--- config.mk ---
export PLATFORM = sky130hd
export DESIGN_NAME = relm_ps2_ctrl_flat
export DESIGN_NICKNAME = d
export VERILOG_FILES = /design/src/rtl/relm_ps2_ctrl_pkg.sv /design/src/rtl/relm_ps2_ctrl_if.sv /design/src/rtl/relm_ps2_filter.sv /design/src/rtl/relm_ps2_ctrl.sv /design/src/flat_wrapper.sv
export SDC_FILE = /design/constraint.sdc
export NUM_CORES = 1
export LEC_CHECK = 0
export ABC_AREA = 1
export CAP_MARGIN = 25
export CORE_ASPECT_RATIO = 0.7
export CORE_MARGIN = 2
export CORE_UTILIZATION = 35
export DETAILED_ROUTE_END_ITERATION = 16
export SLEW_MARGIN = 20
export SYNTH_ARGS = -nofsm -noshare
export SYNTH_HDL_FRONTEND = slang
export SYNTH_SLANG_ARGS = --single-unit
--- constraint.sdc ---
create_clock -name clk -period 6.2 [get_ports clk]
set_input_delay 0.93 -clock clk [delete_from_list [all_inputs] [get_ports clk]]
set_output_delay 0.93 -clock clk [all_outputs]
set_load 0.01 [all_outputs]
--- src/rtl/relm_ps2_ctrl_pkg.sv ---
// Shared definitions for the ReLM PS/2 host controller: FSM states, pop word layout, parity.
package relm_ps2_ctrl_pkg;

  typedef enum logic [2:0] {
    StIdle,
    StRx,
    StTxInh,
    StTxReq,
    StTxBits,
    StTxAck,
    StTxEnd
  } state_e;

  localparam int unsigned PopTxBusy   = 15;
  localparam int unsigned PopOvf      = 14;
  localparam int unsigned PopFrameErr = 13;
  localparam int unsigned PopTimeout  = 12;
  localparam int unsigned PopValid    = 8;

  // Bit that makes the total number of ones (data + parity) odd.
  function automatic logic odd_parity(input logic [7:0] d);
    return ~(^d);
  endfunction

endpackage

--- src/rtl/relm_ps2_ctrl_if.sv ---
// CPU-side push/pop port of the PS/2 controller on the ReLM bus.
interface relm_ps2_ctrl_if #(
  parameter int unsigned WD = 32
);
  logic [WD:0] push_d;
  logic        push_retry;
  logic [WD:0] pop_d;
  logic [WD:0] pop_q;

  modport master (output push_d, output pop_d, input push_retry, input pop_q);
  modport slave  (input push_d, input pop_d, output push_retry, output pop_q);
endinterface

--- src/rtl/relm_ps2_filter.sv ---
// Glitch filter for one PS/2 line: level follows the pin only once FILT samples agree.
module relm_ps2_filter #(
  parameter int unsigned FILT = 8
) (
  input  logic clk,
  input  logic rst,
  input  logic raw,
  output logic level,
  output logic fall
);
  logic [FILT-1:0] hist_q;

  always_ff @(posedge clk or posedge rst) begin
    if (rst) begin
      hist_q <= '1;
      level  <= 1'b1;
      fall   <= 1'b0;
    end else begin
      hist_q <= {hist_q[FILT-2:0], raw};
      fall   <= 1'b0;
      if (&hist_q) begin
        level <= 1'b1;
      end else if (~|hist_q) begin
        level <= 1'b0;
        fall  <= level;
      end
    end
  end
endmodule

--- src/rtl/relm_ps2_ctrl.sv ---
// PS/2 host controller: sends command bytes to the device and queues received bytes for the CPU.
module relm_ps2_ctrl
  import relm_ps2_ctrl_pkg::*;
#(
  parameter int unsigned WD      = 32,
  parameter int unsigned FILT    = 8,
  parameter int unsigned WAF     = 4,
  parameter int unsigned INHIBIT = 5000,
  parameter int unsigned TIMEOUT = 100000
) (
  input  logic           clk,
  input  logic           rst,
  relm_ps2_ctrl_if.slave bus,
  input  logic           ps2_clk_in,
  input  logic           ps2_dat_in,
  output logic           ps2_clk_oe,
  output logic           ps2_dat_oe
);
  localparam int unsigned CntMax = (TIMEOUT > INHIBIT) ? TIMEOUT : INHIBIT;
  localparam int unsigned CW = $clog2(CntMax + 1);
  localparam logic [CW-1:0] InhLoad = CW'(INHIBIT - 1);
  localparam logic [CW-1:0] TmoLoad = CW'(TIMEOUT - 1);

  state_e          state_q;
  logic [CW-1:0]   cnt_q;
  logic [3:0]      bit_q;
  logic [8:0]      rx_sr_q, tx_sr_q;
  logic [7:0]      mem [2**WAF];
  logic [WAF:0]    wr_ptr_q, rd_ptr_q;
  logic            ovf_q, frame_err_q, timeout_q;
  logic            f_clk, f_dat, clk_fall, unused_dat_fall, unused_bits;

  relm_ps2_filter #(.FILT(FILT)) u_clk_filt (
    .clk(clk), .rst(rst), .raw(ps2_clk_in), .level(f_clk), .fall(clk_fall)
  );
  relm_ps2_filter #(.FILT(FILT)) u_dat_filt (
    .clk(clk), .rst(rst), .raw(ps2_dat_in), .level(f_dat), .fall(unused_dat_fall)
  );
  assign unused_bits = ^{bus.push_d[WD-1:8], bus.pop_d[WD-2:0], unused_dat_fall};

  logic       empty, full, deq, flag_clr, push_acc, expired;
  logic       rx_last, rx_good, enq, ovf_set, ferr_set;
  logic [9:0] rx_frame;

  assign empty    = wr_ptr_q == rd_ptr_q;
  assign full     = (wr_ptr_q[WAF] != rd_ptr_q[WAF]) && (wr_ptr_q[WAF-1:0] == rd_ptr_q[WAF-1:0]);
  assign deq      = bus.pop_d[WD] && !empty;
  // A non-blocking read on an empty queue still acknowledges (and clears) the flags.
  assign flag_clr = bus.pop_d[WD] && (!empty || bus.pop_d[WD-1]);
  assign push_acc = bus.push_d[WD] && state_q == StIdle;
  assign expired  = (state_q inside {StRx, StTxReq, StTxBits, StTxAck, StTxEnd}) &&
                    !clk_fall && cnt_q == '0;
  assign rx_frame = {f_dat, rx_sr_q};
  assign rx_last  = state_q == StRx && clk_fall && bit_q == 4'd9;
  assign rx_good  = rx_last && rx_frame[9] && rx_frame[8] == odd_parity(rx_frame[7:0]);
  assign enq      = rx_good && (!full || deq);
  assign ovf_set  = rx_good && full && !deq;
  assign ferr_set = (rx_last && !rx_good) || (state_q == StTxAck && clk_fall && f_dat);

  assign bus.push_retry = state_q != StIdle;

  always_ff @(posedge clk or posedge rst) begin
    if (rst) begin
      state_q    <= StIdle;
      cnt_q      <= '0;
      bit_q      <= '0;
      rx_sr_q    <= '0;
      tx_sr_q    <= '0;
      ps2_clk_oe <= 1'b0;
      ps2_dat_oe <= 1'b0;
    end else begin
      unique case (state_q)
        StIdle: begin
          if (push_acc) begin
            state_q    <= StTxInh;
            ps2_clk_oe <= 1'b1;
            cnt_q      <= InhLoad;
            tx_sr_q    <= {odd_parity(bus.push_d[7:0]), bus.push_d[7:0]};
          end else if (clk_fall && !f_dat) begin
            state_q <= StRx;
            bit_q   <= '0;
            cnt_q   <= TmoLoad;
          end
        end
        StTxInh: begin
          if (cnt_q == '0) begin
            state_q    <= StTxReq;
            ps2_clk_oe <= 1'b0;
            ps2_dat_oe <= 1'b1;
            cnt_q      <= TmoLoad;
          end else begin
            cnt_q <= cnt_q - CW'(1);
          end
        end
        default: begin
          if (clk_fall) begin
            cnt_q <= TmoLoad;
            case (state_q)
              StRx: begin
                rx_sr_q <= {f_dat, rx_sr_q[8:1]};
                bit_q   <= bit_q + 4'd1;
                if (bit_q == 4'd9) state_q <= StIdle;
              end
              StTxReq: begin
                ps2_dat_oe <= ~tx_sr_q[0];
                tx_sr_q    <= {1'b0, tx_sr_q[8:1]};
                bit_q      <= 4'd1;
                state_q    <= StTxBits;
              end
              StTxBits: begin
                if (bit_q == 4'd9) begin
                  ps2_dat_oe <= 1'b0;
                  state_q    <= StTxAck;
                end else begin
                  ps2_dat_oe <= ~tx_sr_q[0];
                  tx_sr_q    <= {1'b0, tx_sr_q[8:1]};
                  bit_q      <= bit_q + 4'd1;
                end
              end
              StTxAck: state_q <= StTxEnd;
              default: ;
            endcase
          end else if (expired) begin
            state_q    <= StIdle;
            ps2_clk_oe <= 1'b0;
            ps2_dat_oe <= 1'b0;
          end else begin
            cnt_q <= cnt_q - CW'(1);
            if (state_q == StTxEnd && f_clk && f_dat) state_q <= StIdle;
          end
        end
      endcase
    end
  end

  always_ff @(posedge clk or posedge rst) begin
    if (rst) begin
      wr_ptr_q    <= '0;
      rd_ptr_q    <= '0;
      ovf_q       <= 1'b0;
      frame_err_q <= 1'b0;
      timeout_q   <= 1'b0;
    end else begin
      if (enq) wr_ptr_q <= wr_ptr_q + (WAF + 1)'(1);
      if (deq) rd_ptr_q <= rd_ptr_q + (WAF + 1)'(1);
      ovf_q       <= (ovf_q && !flag_clr) || ovf_set;
      frame_err_q <= (frame_err_q && !flag_clr) || ferr_set;
      timeout_q   <= (timeout_q && !flag_clr) || expired;
    end
  end

  always_ff @(posedge clk) begin
    if (enq) mem[wr_ptr_q[WAF-1:0]] <= rx_frame[7:0];
  end

  logic [WD:0] pop;
  always_comb begin
    pop              = '0;
    pop[WD]          = empty && !bus.pop_d[WD-1];
    pop[PopTxBusy]   = state_q inside {StTxInh, StTxReq, StTxBits, StTxAck, StTxEnd};
    pop[PopOvf]      = ovf_q;
    pop[PopFrameErr] = frame_err_q;
    pop[PopTimeout]  = timeout_q;
    pop[PopValid]    = !empty;
    if (!empty) pop[7:0] = mem[rd_ptr_q[WAF-1:0]];
  end
  assign bus.pop_q = pop;

endmodule
--- src/flat_wrapper.sv ---
// flat-port wrapper written by rule: the top's interface ports become plain ports
module relm_ps2_ctrl_flat import relm_ps2_ctrl_pkg::*;
#(
  parameter int unsigned WD      = 32,
  parameter int unsigned FILT    = 8,
  parameter int unsigned WAF     = 4,
  parameter int unsigned INHIBIT = 5000,
  parameter int unsigned TIMEOUT = 100000
)
  (clk, rst, ps2_clk_in, ps2_dat_in, ps2_clk_oe, ps2_dat_oe, bus_push_d, bus_pop_d, bus_push_retry, bus_pop_q);
  relm_ps2_ctrl_if #(.WD(WD)) bus_i ();
  input  logic clk;
  input  logic rst;
  input  logic ps2_clk_in;
  input  logic ps2_dat_in;
  output logic ps2_clk_oe;
  output logic ps2_dat_oe;
  input wire logic [$bits(bus_i.push_d)-1:0] bus_push_d;
  input wire logic [$bits(bus_i.pop_d)-1:0] bus_pop_d;
  output wire logic [$bits(bus_i.push_retry)-1:0] bus_push_retry;
  output wire logic [$bits(bus_i.pop_q)-1:0] bus_pop_q;
  assign bus_i.push_d = bus_push_d;
  assign bus_i.pop_d = bus_pop_d;
  assign bus_push_retry = bus_i.push_retry;
  assign bus_pop_q = bus_i.pop_q;
  relm_ps2_ctrl #(.WD(WD), .FILT(FILT), .WAF(WAF), .INHIBIT(INHIBIT), .TIMEOUT(TIMEOUT)) u_core (.clk(clk), .rst(rst), .bus(bus_i), .ps2_clk_in(ps2_clk_in), .ps2_dat_in(ps2_dat_in), .ps2_clk_oe(ps2_clk_oe), .ps2_dat_oe(ps2_dat_oe));
endmodule
After elaboration in Yosys (flattened, before gate mapping)
Memories as Yosys holds them, arrays and structs flattened.
Index checks and enable logic that the tools add are counted.
{"block": "word_totals", "mem_count": 1, "register_bits": 76, "ram_bits": 128}
{"block": "classes", "n_addsub": 4, "eq_ne": 25, "reduce_logical": 62, "n_mux": 46, "bitwise_logic": 6}
{"memory": "u_core.mem", "depth": 16, "width": 8, "rd": 1, "rd_clocked_by_memory_dff": 0, "wr": 1, "line_no": "relm_ps2_ctrl.sv:28", "rtl": "logic [7:0] mem [2**WAF];"}
{"operator": "17-bit 2-to-1 mux", "count": 5}
{"operator": "9-bit one-hot mux with 2 select lines", "count": 2}
{"operator": "17-bit one-hot mux with 2 select lines", "count": 1}
{"operator": "9-bit 2-to-1 mux", "count": 3}
{"operator": "3-bit 2-to-1 mux", "count": 8}
{"operator": "1-bit logical AND", "count": 23}
{"operator": "17-bit logical NOT", "count": 1}
{"operator": "17-bit by 1-bit subtractor with 17-bit output, second input constant", "count": 1}
{"operator": "4-bit 2-to-1 mux", "count": 4}
{"operator": "8-bit AND reduction", "count": 2}
{"operator": "8-bit OR reduction", "count": 2}
{"operator": "8-bit XOR reduction", "count": 2}
{"operator": "1-bit 2-to-1 mux", "count": 15}
{"operator": "5-bit nonzero test", "count": 3}
{"operator": "3-bit one-hot mux with 4 select lines", "count": 1}
{"operator": "4-bit one-hot mux with 3 select lines", "count": 1}
{"operator": "6-bit AND reduction", "count": 2}
{"operator": "3-bit nonzero test", "count": 4}
{"operator": "5-bit by 1-bit adder with 5-bit output, second input constant", "count": 2}
{"operator": "3-bit equality test, second input constant", "count": 3}
{"operator": "1-bit logical NOT", "count": 8}
{"operator": "8-bit 2-to-1 mux", "count": 1}
{"operator": "2-bit != test, second input constant", "count": 4}
{"operator": "4-bit one-hot mux with 2 select lines", "count": 1}
{"operator": "other kinds (28)", "count": 44}

Depth between registers and ports, before layout
{"block": "depth", "depth_word": 9, "depth_mapped": 12, "ltp_nobuf": 12}

Cells and area by module
From an unflattened synthesis, not the netlist that was laid out.
{"block": "hier_totals", "cells_unflattened": 924, "area_unflattened_um2": 9465.3}
{"module": "relm_ps2_ctrl", "seq_area_each_um2": 5270.1, "area_each_um2": 8777.2, "cells_per_inst": 866, "n_inst": 1}
{"module": "relm_ps2_filter", "seq_area_each_um2": 261.5, "area_each_um2": 344.1, "cells_per_inst": 29, "n_inst": 2}

Worst setup path after synthesis
No wires, ideal clock.
{"block": "synth_path", "path_type": "flip-flop to output port", "startpoint": "reg u_core.rd_ptr_q[0]", "endpoint": "out bus_pop_q[3]", "path_stages_with_launch": 8, "arrival_time_ns": 1.482, "path_buffers": 2, "slack_ns": 3.788, "cell_sequence": "dfrtp_1 -> inv_1 -> buf_2 -> clkbuf_1 -> nor2_1 -> o32ai_1 -> nand2_1 -> a31oi_1"}
{"block": "synth_between", "elab_chain_cells": 2}
{"item": "start, declared", "line_no": "relm_ps2_ctrl.sv:29", "rtl": "logic [WAF:0] wr_ptr_q, rd_ptr_q;"}
{"item": "start signal, assigned", "line_no": "relm_ps2_ctrl.sv:145", "rtl": "if (deq) rd_ptr_q <= rd_ptr_q + (WAF + 1)'(1);"}
{"item": "memory read 16 x 8 bit / 5-bit equality test (equally long branches)"}
{"item": "8-bit 2-to-1 mux (*)", "line_no": "relm_ps2_ctrl.sv:165", "rtl": "if (!empty) pop[7:0] = mem[rd_ptr_q[WAF-1:0]];"}
{"item": "end, declared", "line_no": "flat_wrapper.sv:21", "rtl": "output wire logic [$bits(bus_i.pop_q)-1:0] bus_pop_q;"}
Every way passes the cells marked *; elsewhere a longest branch is shown, timed or not.

Worst setup path in the final report
{"block": "layout_path", "startpoint": "reg u_core.rd_ptr_q[0]", "endpoint": "out bus_pop_q[6]"}
Same word-level chain as after synthesis.

==> results.toml <==
[timing]
fin_crit_sh_pct = 68.09
worstMarginPinSlew_ns = 0.8889
relSlewSlack_pct = 40.52
grt_setup_unrepaired = "false"
setup_viol = 0
fmax_mhz = 236.9
finalHoldViolCount = 0
totalNegativeSetupSlack_ns = 0
finClkSkew_ns = 0.007408
finalCriticalPeriod_ns = 4.221
setup_ws_ns = 1.979
slew_violations = 0

[setup_path]
startpoint_type = "flip-flop"
critPathRequiredTime_ns = 5.27
worstSetupStartpoint = "u_core.rd_ptr_q[0]"
end_kind = "primary output"
r2r_slack_ns = 3.00
worstRegToRegCells = 8
r2r-end = "u_core.mem[8][4]"
crit_fanout = 66
r2r-start = "u_core.u_clk_filt.fall"
cp_data_arrival_time_ns = 3.29
crit_type = "flip-flop to primary output"

[detailed_routing]
vias = 6448
wl_met1_um = 10430
vias_per_cell = 4.783
met2_length_um = 8782
first_iter_violations = 536
ant_nets = 0
routed_wl_um = 20540
wl_per_cell_um = 15.24
post-route-drc-count = 0
wl_met3_um = 1020
top_layer = "met4"
dr.pass1.iters = 7

[place]
dpl.hpwl_um = 13290
pre_cts_ws_ns = 2.456
numPortBuffers = 31
gp_congestion = 0.7973
dp_cells = 1310
place_area_mm2 = 0.01003

[floorplanning]
die_height_um = 141.8
dieArea_mm2 = 0.02848
fp-row-count = 50
die_w_um = 200.9
core_area_mm2 = 0.02671
start_util_pct = 35.55
ios = 106

[global_routing]
grt_max_degree = 77
antenna_found_initial = 0
grt_use_total_pct = 14.81
overflow = 0
grt_pass1_vias = 6269
grt_pass1_wl_um = 33890

[synthesis]
ys_top_cells_by_area = "edfxtp_1, dfrtp_1, nand2_1, nor2_1, dfstp_2"
syn_area_per_cell_um2 = 10.04
synth-seq-cells = 204
synthFlopType = "edfxtp_1"
netlist_instances = 946
syn_area_mm2 = 0.009495
ys_warn_count = 0
synth_edf_count = 128
yosysTopAreaCell = "edfxtp_1"
synth.top_cell.area_share_pct = 40.48
ys_seq_area_share_pct = 60.75
synth_cell_types = 46
async_flop_share_pct = 37.25

[clock_tree]
clk_latency_ns = 0.50
cts_resized = 0
cts_buffers = 21
clockRootBuffer = "clkbuf_16"
cts_buffer_depth = 3
cts_tree = "done"
cts_hold_buffers = 0
clkSinkCount = 204
h-tree-depth = 1
cts.clk_slew.worst_paths_ns = 0.06
post_cts_buffers = 0

[final_layout]
nFillCells = 2616
drive_gt1_share_pct = 9.248
mostFrequentLayoutCells = "nand2_1, nor2_1, edfxtp_1, o21ai_0, inv_1"
nets = 1048
final_common_cell = "nand2_1"
n_antenna_cell = 0
syn_to_final_growth_pct = 13.91
fin_area_mm2 = 0.01082
instances_no_fill = 1348

[pwr]
power.net_switching_w = 0.001518
ir_drop_uv = 204.1
p_leak_nw = 4.367
power_density_mw_per_mm2 = 411.9
finalPower_w = 0.004456
switching_share_pct = 34.06
p_comb_share_pct = 31.3
clockPowerShare_pct = 32.0
intPower_w = 0.002938
seq_power_share_pct = 36.7

[hold_path]
min_path_type = "flip-flop to flip-flop"
hold_path_end = "u_core.u_dat_filt.hist_q[6]"
hold_start = "u_core.u_dat_filt.hist_q[5]"
whs_path_depth = 0

[outcome]
status = "finished clean"

[flow_run]
maxCapViolCount = 0
==> synthesized netlist by cell type, types with 13 or more instances <==
library cell  instances
nor2_1              149
nand2_1             181
inv_1                68
dfrtp_1              58
xor2_1               18
o21ai_0              92
a31oi_1              16
nand3_1              30
clkbuf_1             13
buf_4                23
dfstp_2              18
o211ai_1             21
edfxtp_1            128
==> logic make-up (layout without fill, tap and decap cells) <==
| group | count (synthesis) | count (layout) | synth area share (%) |
|---|---|---|---|
| AO/OA/AOI/OAI | 161 | 161 | 9.817 |
| other | 1 | 19 | 0.03949 |
| flip-flops | 204 | 204 | 60.75 |
| multiplexers | 9 | 9 | 0.9619 |
| buffers and inverters | 132 | 152 | 6.681 |
| AND/OR/NAND/NOR | 405 | 405 | 18.26 |
| adder cells (fa/ha/maj) | 9 | 9 | 1.186 |
| XOR/XNOR | 25 | 25 | 2.306 |
==> critical path, stage by stage, from the launching register on <==
cell and delay (ns):
dfrtp_2 0.35, buf_4 0.58, xor2_1 0.20, nor2_1 0.07, nand3_1 0.21, clkinv_1 0.38, a31oi_1 0.39, clkdlybuf4s50_1 0.60
==> registers in the layout, indices dropped and copies added (netlist names), 3 cells and up <==
register                  flops
u_core.wr_ptr_q               5
u_core.rd_ptr_q               5
u_core.bit_q                  4
u_core.tx_sr_q                9
u_core.u_clk_filt.hist_q      8
u_core.u_dat_filt.hist_q      8
u_core.cnt_q                 17
u_core.rx_sr_q                9
u_core.mem                  128
u_core.state_q                3
==> metal layers <==
layer	GRT usage, %	vias to the layer above
met3	2.274	27
li1	-	3219
met4	2.768	0
met1	22.60	3079
met2	22.38	123
met5	0	-
==> final cells by class <==
class                   count  area [um2]  share of cell area [%]
multi-input cells         628        3161                   29.22
clock inverters            14       245.2                   2.267
inverters                  78       296.5                   2.741
repair buffers             36       351.6                   3.250
well taps                 364       455.4                   4.211
clock buffers              24       536.8                   4.962
flip-flops and latches    204        5771                   53.35
==> how the worst max path moves through the flow <==
stage	slack, ns	end	depth (start not counted)
2_1_floorplan	3.36	u_core.bit_q[0]	1
3_3_place_gp	2.46	bus_pop_q[6]	7
3_5_place_dp	2.46	bus_pop_q[6]	7
4_1_cts	1.92	bus_pop_q[6]	7
5_1_grt	1.76	bus_pop_q[6]	7
6_report	1.98	bus_pop_q[6]	7
==> power groups by stage <==
stage	Combinational [W]	Clock, W	Sequential [W]
4_1_cts	0.00141	0.00146	0.00163
5_1_grt	0.00158	0.00152	0.00165
6_report	0.00139	0.00143	0.00164
2_1_floorplan	0.00102	0	0.00164
3_3_place_gp	0.00139	0	0.00166
3_5_place_dp	0.00141	0	0.00166
==> metrics by stage <==
stage / hold WS [ns] / util, %
3_5_place_dp: 0.3649 / 37.55
2_1_floorplan: 0.3578 / -
5_1_grt: 0.3791 / 40.49
4_1_cts: 0.3722 / 40.48
3_3_place_gp: 0.3622 / 37.55
6_report: 0.3697 / 40.49
Note: power is estimated with default switching activity, not from simulation.
